--- config.mk ---
export PLATFORM = sky130hd
export DESIGN_NAME = score_to_chars
export DESIGN_NICKNAME = d
export VERILOG_FILES = /design/src/rtl/text_pkg.sv /design/src/rtl/score_to_chars_bcd_adjust.sv /design/src/rtl/score_to_chars.sv
export SDC_FILE = /design/constraint.sdc
export NUM_CORES = 1
export LEC_CHECK = 0
export CAP_MARGIN = 5
export CORE_ASPECT_RATIO = 0.8
export CORE_MARGIN = 1
export CORE_UTILIZATION = 48
export CTS_CLUSTER_DIAMETER = 80
export DETAILED_ROUTE_END_ITERATION = 8
export GPL_ROUTABILITY_DRIVEN = 0
export PLACE_DENSITY = 0.8
export SLEW_MARGIN = 20
export SYNTH_ARGS = -nofsm -noshare
export SYNTH_HDL_FRONTEND = slang
export SYNTH_SLANG_ARGS = --single-unit
--- constraint.sdc ---
create_clock -name clk -period 1.4 [get_ports clk]
set_input_delay 0.14 -clock clk [delete_from_list [all_inputs] [get_ports clk]]
set_output_delay 0.14 -clock clk [all_outputs]
set_load 0.02 [all_outputs]
--- src/rtl/text_pkg.sv ---
// Shared definitions for the text-overlay blocks: ASCII constants, the
// conversion FSM state type and small arithmetic helpers.
package text_pkg;

  localparam logic [7:0] CHAR_SPACE = 8'h20;
  localparam logic [7:0] CHAR_ZERO  = 8'h30;
  localparam logic [7:0] CHAR_NINE  = 8'h39;

  typedef enum logic [1:0] {
    IDLE,
    SHIFT,
    FORMAT
  } conv_state_t;

  // Double-dabble correction: a digit that would reach 10 after doubling is pre-biased by 3.
  function automatic logic [3:0] bcd_add3(input logic [3:0] nibble);
    return (nibble >= 4'd5) ? (nibble + 4'd3) : nibble;
  endfunction

  function automatic longint unsigned pow10(input int n);
    longint unsigned r;
    r = 64'd1;
    for (int i = 0; i < n; i++) begin
      r = r * 64'd10;
    end
    return r;
  endfunction

endpackage

--- src/rtl/score_to_chars_bcd_adjust.sv ---
// Combinational add-3 step applied to every BCD digit before each
// double-dabble shift.
module bcd_adjust
  import text_pkg::*;
#(
  parameter int DIGITS = 4
) (
  input  logic [DIGITS*4-1:0] bcd_i,
  output logic [DIGITS*4-1:0] bcd_o
);

  always_comb begin
    bcd_o = '0;
    for (int i = 0; i < DIGITS; i++) begin
      bcd_o[i*4 +: 4] = bcd_add3(bcd_i[i*4 +: 4]);
    end
  end

endmodule

--- src/rtl/score_to_chars.sv ---
// Sequential binary-to-ASCII converter feeding the text overlay; one bit per
// clock, with leading-zero blanking, saturation and a one-deep request queue.
module score_to_chars
  import text_pkg::*;
#(
  parameter int VALUE_W     = 10,
  parameter int DIGITS      = 4,
  parameter bit BLANK_ZEROS = 1'b1
) (
  input  logic                    clk,
  input  logic                    rst,
  input  logic [VALUE_W-1:0]      value_in,
  input  logic                    update,
  output logic                    busy,
  output logic                    done,
  output logic                    overflow,
  output logic [DIGITS-1:0][7:0]  chars
);

  localparam int              BCD_W = DIGITS * 4;
  localparam int              CNT_W = $clog2(VALUE_W + 1);
  localparam longint unsigned MAX   = pow10(DIGITS) - 64'd1;

  typedef logic [DIGITS-1:0][7:0] chars_t;

  function automatic chars_t resetChars();
    chars_t r;
    for (int i = 0; i < DIGITS; i++) begin
      r[i] = (BLANK_ZEROS && (i != DIGITS - 1)) ? CHAR_SPACE : CHAR_ZERO;
    end
    return r;
  endfunction

  localparam chars_t RESET_CHARS = resetChars();

  conv_state_t        stateQ, stateD;
  logic [VALUE_W-1:0] binQ, binD;
  logic [VALUE_W-1:0] valueQ, valueD;
  logic [VALUE_W-1:0] pendValQ, pendValD;
  logic [BCD_W-1:0]   bcdQ, bcdD;
  logic [CNT_W-1:0]   cntQ, cntD;
  logic               pendQ, pendD;
  logic               doneQ, doneD;
  logic               ovfQ, ovfD;
  chars_t             charsQ, charsD;

  logic [BCD_W-1:0]   bcdAdj;
  chars_t             fmtChars;
  logic               ovfNow;
  logic               leading;
  logic               doLoad;
  logic [VALUE_W-1:0] loadValue;
  logic [3:0]         nib;

  bcd_adjust #(.DIGITS(DIGITS)) u_adjust (
    .bcd_i (bcdQ),
    .bcd_o (bcdAdj)
  );

  // Overflow is judged on the original value, not the BCD result, whose top carries are lost.
  assign ovfNow = (64'(valueQ) > MAX);

  always_comb begin
    fmtChars = '0;
    leading  = BLANK_ZEROS;
    nib      = '0;
    for (int i = 0; i < DIGITS; i++) begin
      nib = bcdQ[(DIGITS-1-i)*4 +: 4];
      if (ovfNow) begin
        fmtChars[i] = CHAR_NINE;
      end else if (leading && (nib == 4'd0) && (i != DIGITS - 1)) begin
        fmtChars[i] = CHAR_SPACE;
      end else begin
        fmtChars[i] = CHAR_ZERO + {4'd0, nib};
        leading     = 1'b0;
      end
    end
  end

  always_ff @(posedge clk) begin
    if (rst) begin
      stateQ   <= IDLE;
      binQ     <= '0;
      valueQ   <= '0;
      pendValQ <= '0;
      bcdQ     <= '0;
      cntQ     <= '0;
      pendQ    <= 1'b0;
      doneQ    <= 1'b0;
      ovfQ     <= 1'b0;
      charsQ   <= RESET_CHARS;
    end else begin
      stateQ   <= stateD;
      binQ     <= binD;
      valueQ   <= valueD;
      pendValQ <= pendValD;
      bcdQ     <= bcdD;
      cntQ     <= cntD;
      pendQ    <= pendD;
      doneQ    <= doneD;
      ovfQ     <= ovfD;
      charsQ   <= charsD;
    end
  end

  always_comb begin
    stateD = stateQ;
    unique case (stateQ)
      IDLE:    if (update) stateD = SHIFT;
      SHIFT:   if (cntQ == CNT_W'(1)) stateD = FORMAT;
      FORMAT:  stateD = (update || pendQ) ? SHIFT : IDLE;
      default: stateD = IDLE;
    endcase
  end

  // A request arriving during FORMAT is taken directly so busy never dips.
  always_comb begin
    binD      = binQ;
    valueD    = valueQ;
    pendValD  = pendValQ;
    bcdD      = bcdQ;
    cntD      = cntQ;
    pendD     = pendQ;
    doneD     = 1'b0;
    ovfD      = ovfQ;
    charsD    = charsQ;
    doLoad    = 1'b0;
    loadValue = value_in;
    unique case (stateQ)
      IDLE: doLoad = update;
      SHIFT: begin
        {bcdD, binD} = {bcdAdj[BCD_W-2:0], binQ, 1'b0};
        cntD         = cntQ - CNT_W'(1);
        if (update) begin
          pendD    = 1'b1;
          pendValD = value_in;
        end
      end
      FORMAT: begin
        charsD = fmtChars;
        ovfD   = ovfNow;
        doneD  = 1'b1;
        if (update || pendQ) begin
          doLoad    = 1'b1;
          loadValue = update ? value_in : pendValQ;
          pendD     = 1'b0;
        end
      end
      default: ;
    endcase
    if (doLoad) begin
      binD   = loadValue;
      valueD = loadValue;
      bcdD   = '0;
      cntD   = CNT_W'(VALUE_W);
    end
  end

  always_comb begin
    busy     = (stateQ != IDLE) || pendQ;
    done     = doneQ;
    overflow = ovfQ;
    chars    = charsQ;
  end

endmodule

==> reports/qor.yml <==
outcome: "finished with violations"
violations: "setup timing"
cp-start-kind: "flip-flop"
finClkSkew_ps: 12.9
synth_edf_count: 0
grt_use_total_pct: 23.4
synth_warnings: 0
synth_seq_cells: 63
end_kind: "flip-flop"
yosys.area.top_type: "dfxtp_1"
fmax_mhz: 714
synth_most_common_cell: "dfxtp_1"
drtAntennaViolNets: 0
drc: 0
routed_wl_um: 7970
setup_violations: 1
grt_use_met2_pct: 39.1
critPathRequiredTime_ps: 1670
dp.cells: 510
clockBufferDepth: 2
mappedNetlistArea_sq_mm: 0.00304
p_per_area_mw_per_mm2: 1040
clock_latency_ps: 350
die_height_um: 73.2
p_leak_nw: 1.63
fillers: 417
drtPass1Iterations: 5
core_area_sq_mm: 0.00601
grt_antenna_before_repair: 0
die_w_um: 91.0
clkTransAtPathRegs_ps: 70
synth.area.top_cells: "dfxtp_1 41%, a21oi_1 7.2%, nand2_1 6.2%"
grt_overflow: 0
start_util_pct: 50.6
maxCapViolCount: 0
synth_ff_type: "dfxtp_1"
grtUsageMet3_pct: 7.92
ys_seq_area_share_pct: 41.5
hold_path.class: "in -> reg"
async_reset_ff_share_pct: 0
antenna_cells: 0
ys_top_cells_by_count: "63 x dfxtp_1, 50 x nand2_1, 44 x a21oi_1"
timing.final.ws_setup_ps: -1.25
min-delay-start: "value_in[7]"
grt_pass1_wl_um: 12300
synth_area_per_cell_sq_um: 8.09
hold_viol: 0
irDropWorstVdd_v: 0.000630
clock-sinks: 63
startpoint: "bcdQ[4]"
vias: 2922
synth_top_area_share_pct: 41.5
cpPeakStageDelay_ps: 410
io_buffers: 33
finalCritPeriodShare_pct: 100
cp_cell_sequence: "inv_2 > ha_2 > nand2b_4 > a21oi_2 > or3_1 > a31oi_1"
num_io_pins: 48
crit_arrival_ps: 1670
cts_tree: "yes"
crit_path_top_delay_cell: "or3_1"
grt_max_degree: 30
crit_type: "reg -> reg"
cts_made_buffers: 9
synthToLayoutAreaGrowth_pct: 35.2
rsz0062_at_grt: "yes"
first_global_vias: 2672
drive_above_1_share_pct: 26.2
use_met1_pct: 28.4
critical_path.reg2reg.startpoint: "bcdQ[4]"
die-area_sq_mm: 0.00666
layout.nets: 470
r2r_cells: 6
h-tree-depth: 3
dp_hpwl_um: 4780
synth_cell_type_count: 38
min_path_cells: 3
viasPerCell: 5.50
period_needed_ps: 1400
setup_tns_ps: -1.25
wl_per_cell_um: 15.0
cts_hold_buf: 0
maxSlewViolCount: 0
root_buffer: "clkbuf_8"
layout.cells.non_filler: 531
num_rows: 25
top_usage_layer: "met2"
netlist_instances: 376
crit_fanout: 4
dr.first_iter.drc_count: 273
[placed cells by master (no fill, tap or decap), types with 12 or more instances in the layout]
| cell | netlist | final |
|---|---|---|
| a21oi_1 | 44 | 40 |
| buf_4 | 18 | 46 |
| clkdlybuf4s50_1 | 0 | 12 |
| conb_1 | 2 | 14 |
| dfxtp_1 | 63 | 53 |
| dlygate4sd2_1 | 0 | 19 |
| nand2_1 | 50 | 50 |
| nand3_1 | 22 | 22 |
| nor2_1 | 37 | 36 |
[logic make-up (layout without fill, tap and decap cells)]
logic type,count (synthesis),in the layout,synth area share (%)
fa+ha+maj,12,12,4.94
mux,3,3,0.988
buf+inv,52,114,9.67
flops,63,63,41.5
simple gates,148,148,22.6
xor+xnor,4,4,1.15
other cells,2,14,0.247
compound gates,92,92,18.9
[repair_timing]
| item | CTS | global route |
|---|---|---|
| setup endpoints to repair | 51 | 21 |
| buffers inserted | 1 | 5 |
| resized for setup | 37 | 46 |
| pin swaps | 3 | 15 |
[layer usage]
layer	part of all wire [%]	vias up	routed length (um)
met5	0	-	0
met4	2.1	0	164
met3	7.0	17	559
met2	49	146	3890
met1	42	1360	3350
li1	-	1399	-
[cell type report]
cell class	count	area [sq um]	share of cell area [%]
Clock buffer	9	124	3.01
Sequential cell	63	1290	31.3
Inverter	13	48.8	1.19
Clock inverter	7	95.1	2.31
Multi-Input combinational cell	273	1710	41.5
Tap cell	81	101	2.47
Timing Repair Buffer	85	749	18.2
[worst max-delay path, delay by kind of cell (launching register included)]
kind / cells / cell delay, ps
flip-flops: 1 / 370
adder cells (fa/ha/maj): 1 / 180
AO/OA/AOI/OAI: 2 / 230
buffers and inverters: 1 / 40
AND/OR/NAND/NOR: 2 / 480
[where the power goes]
part           internal (W)  leakage, nW  switching [W]  total [W]
combinational      0.000268         1.01       0.000346   0.000614
clock               0.00100        0.110       0.000776    0.00178
sequential          0.00185        0.518      0.0000450    0.00189
total               0.00312         1.63        0.00117    0.00429
[stage by stage]
step	hold WS (ps)	setup WS [ps]	utilization (%)	cell area [sq um]	power, W
2_1_floorplan	284	51.9	-	3090	0.00231
3_3_place_gp	437	-123	61.0	3660	0.00245
3_5_place_dp	444	-211	61.0	3660	0.00247
4_1_cts	373	0.0490	65.0	3910	0.00423
5_1_grt	410	-43.7	68.4	4110	0.00446
6_report	379	-1.25	68.4	4110	0.00429
[worst paths after layout]
path         slack, ps           to
max                 -1      bcdQ[5]
min                380  pendValQ[7]
max reg2reg         -1      bcdQ[5]
min reg2reg        450    chars[26]
[registers in the layout, indices dropped and copies added, names as in the netlist]
| name | cells |
|---|---|
| done | 1 |
| pendQ | 1 |
| binQ | 10 |
| stateQ | 2 |
| cntQ | 4 |
| chars | 19 |
| bcdQ | 16 |
| pendValQ | 10 |
No activity file was read; power rests on OpenSTA's default activity.
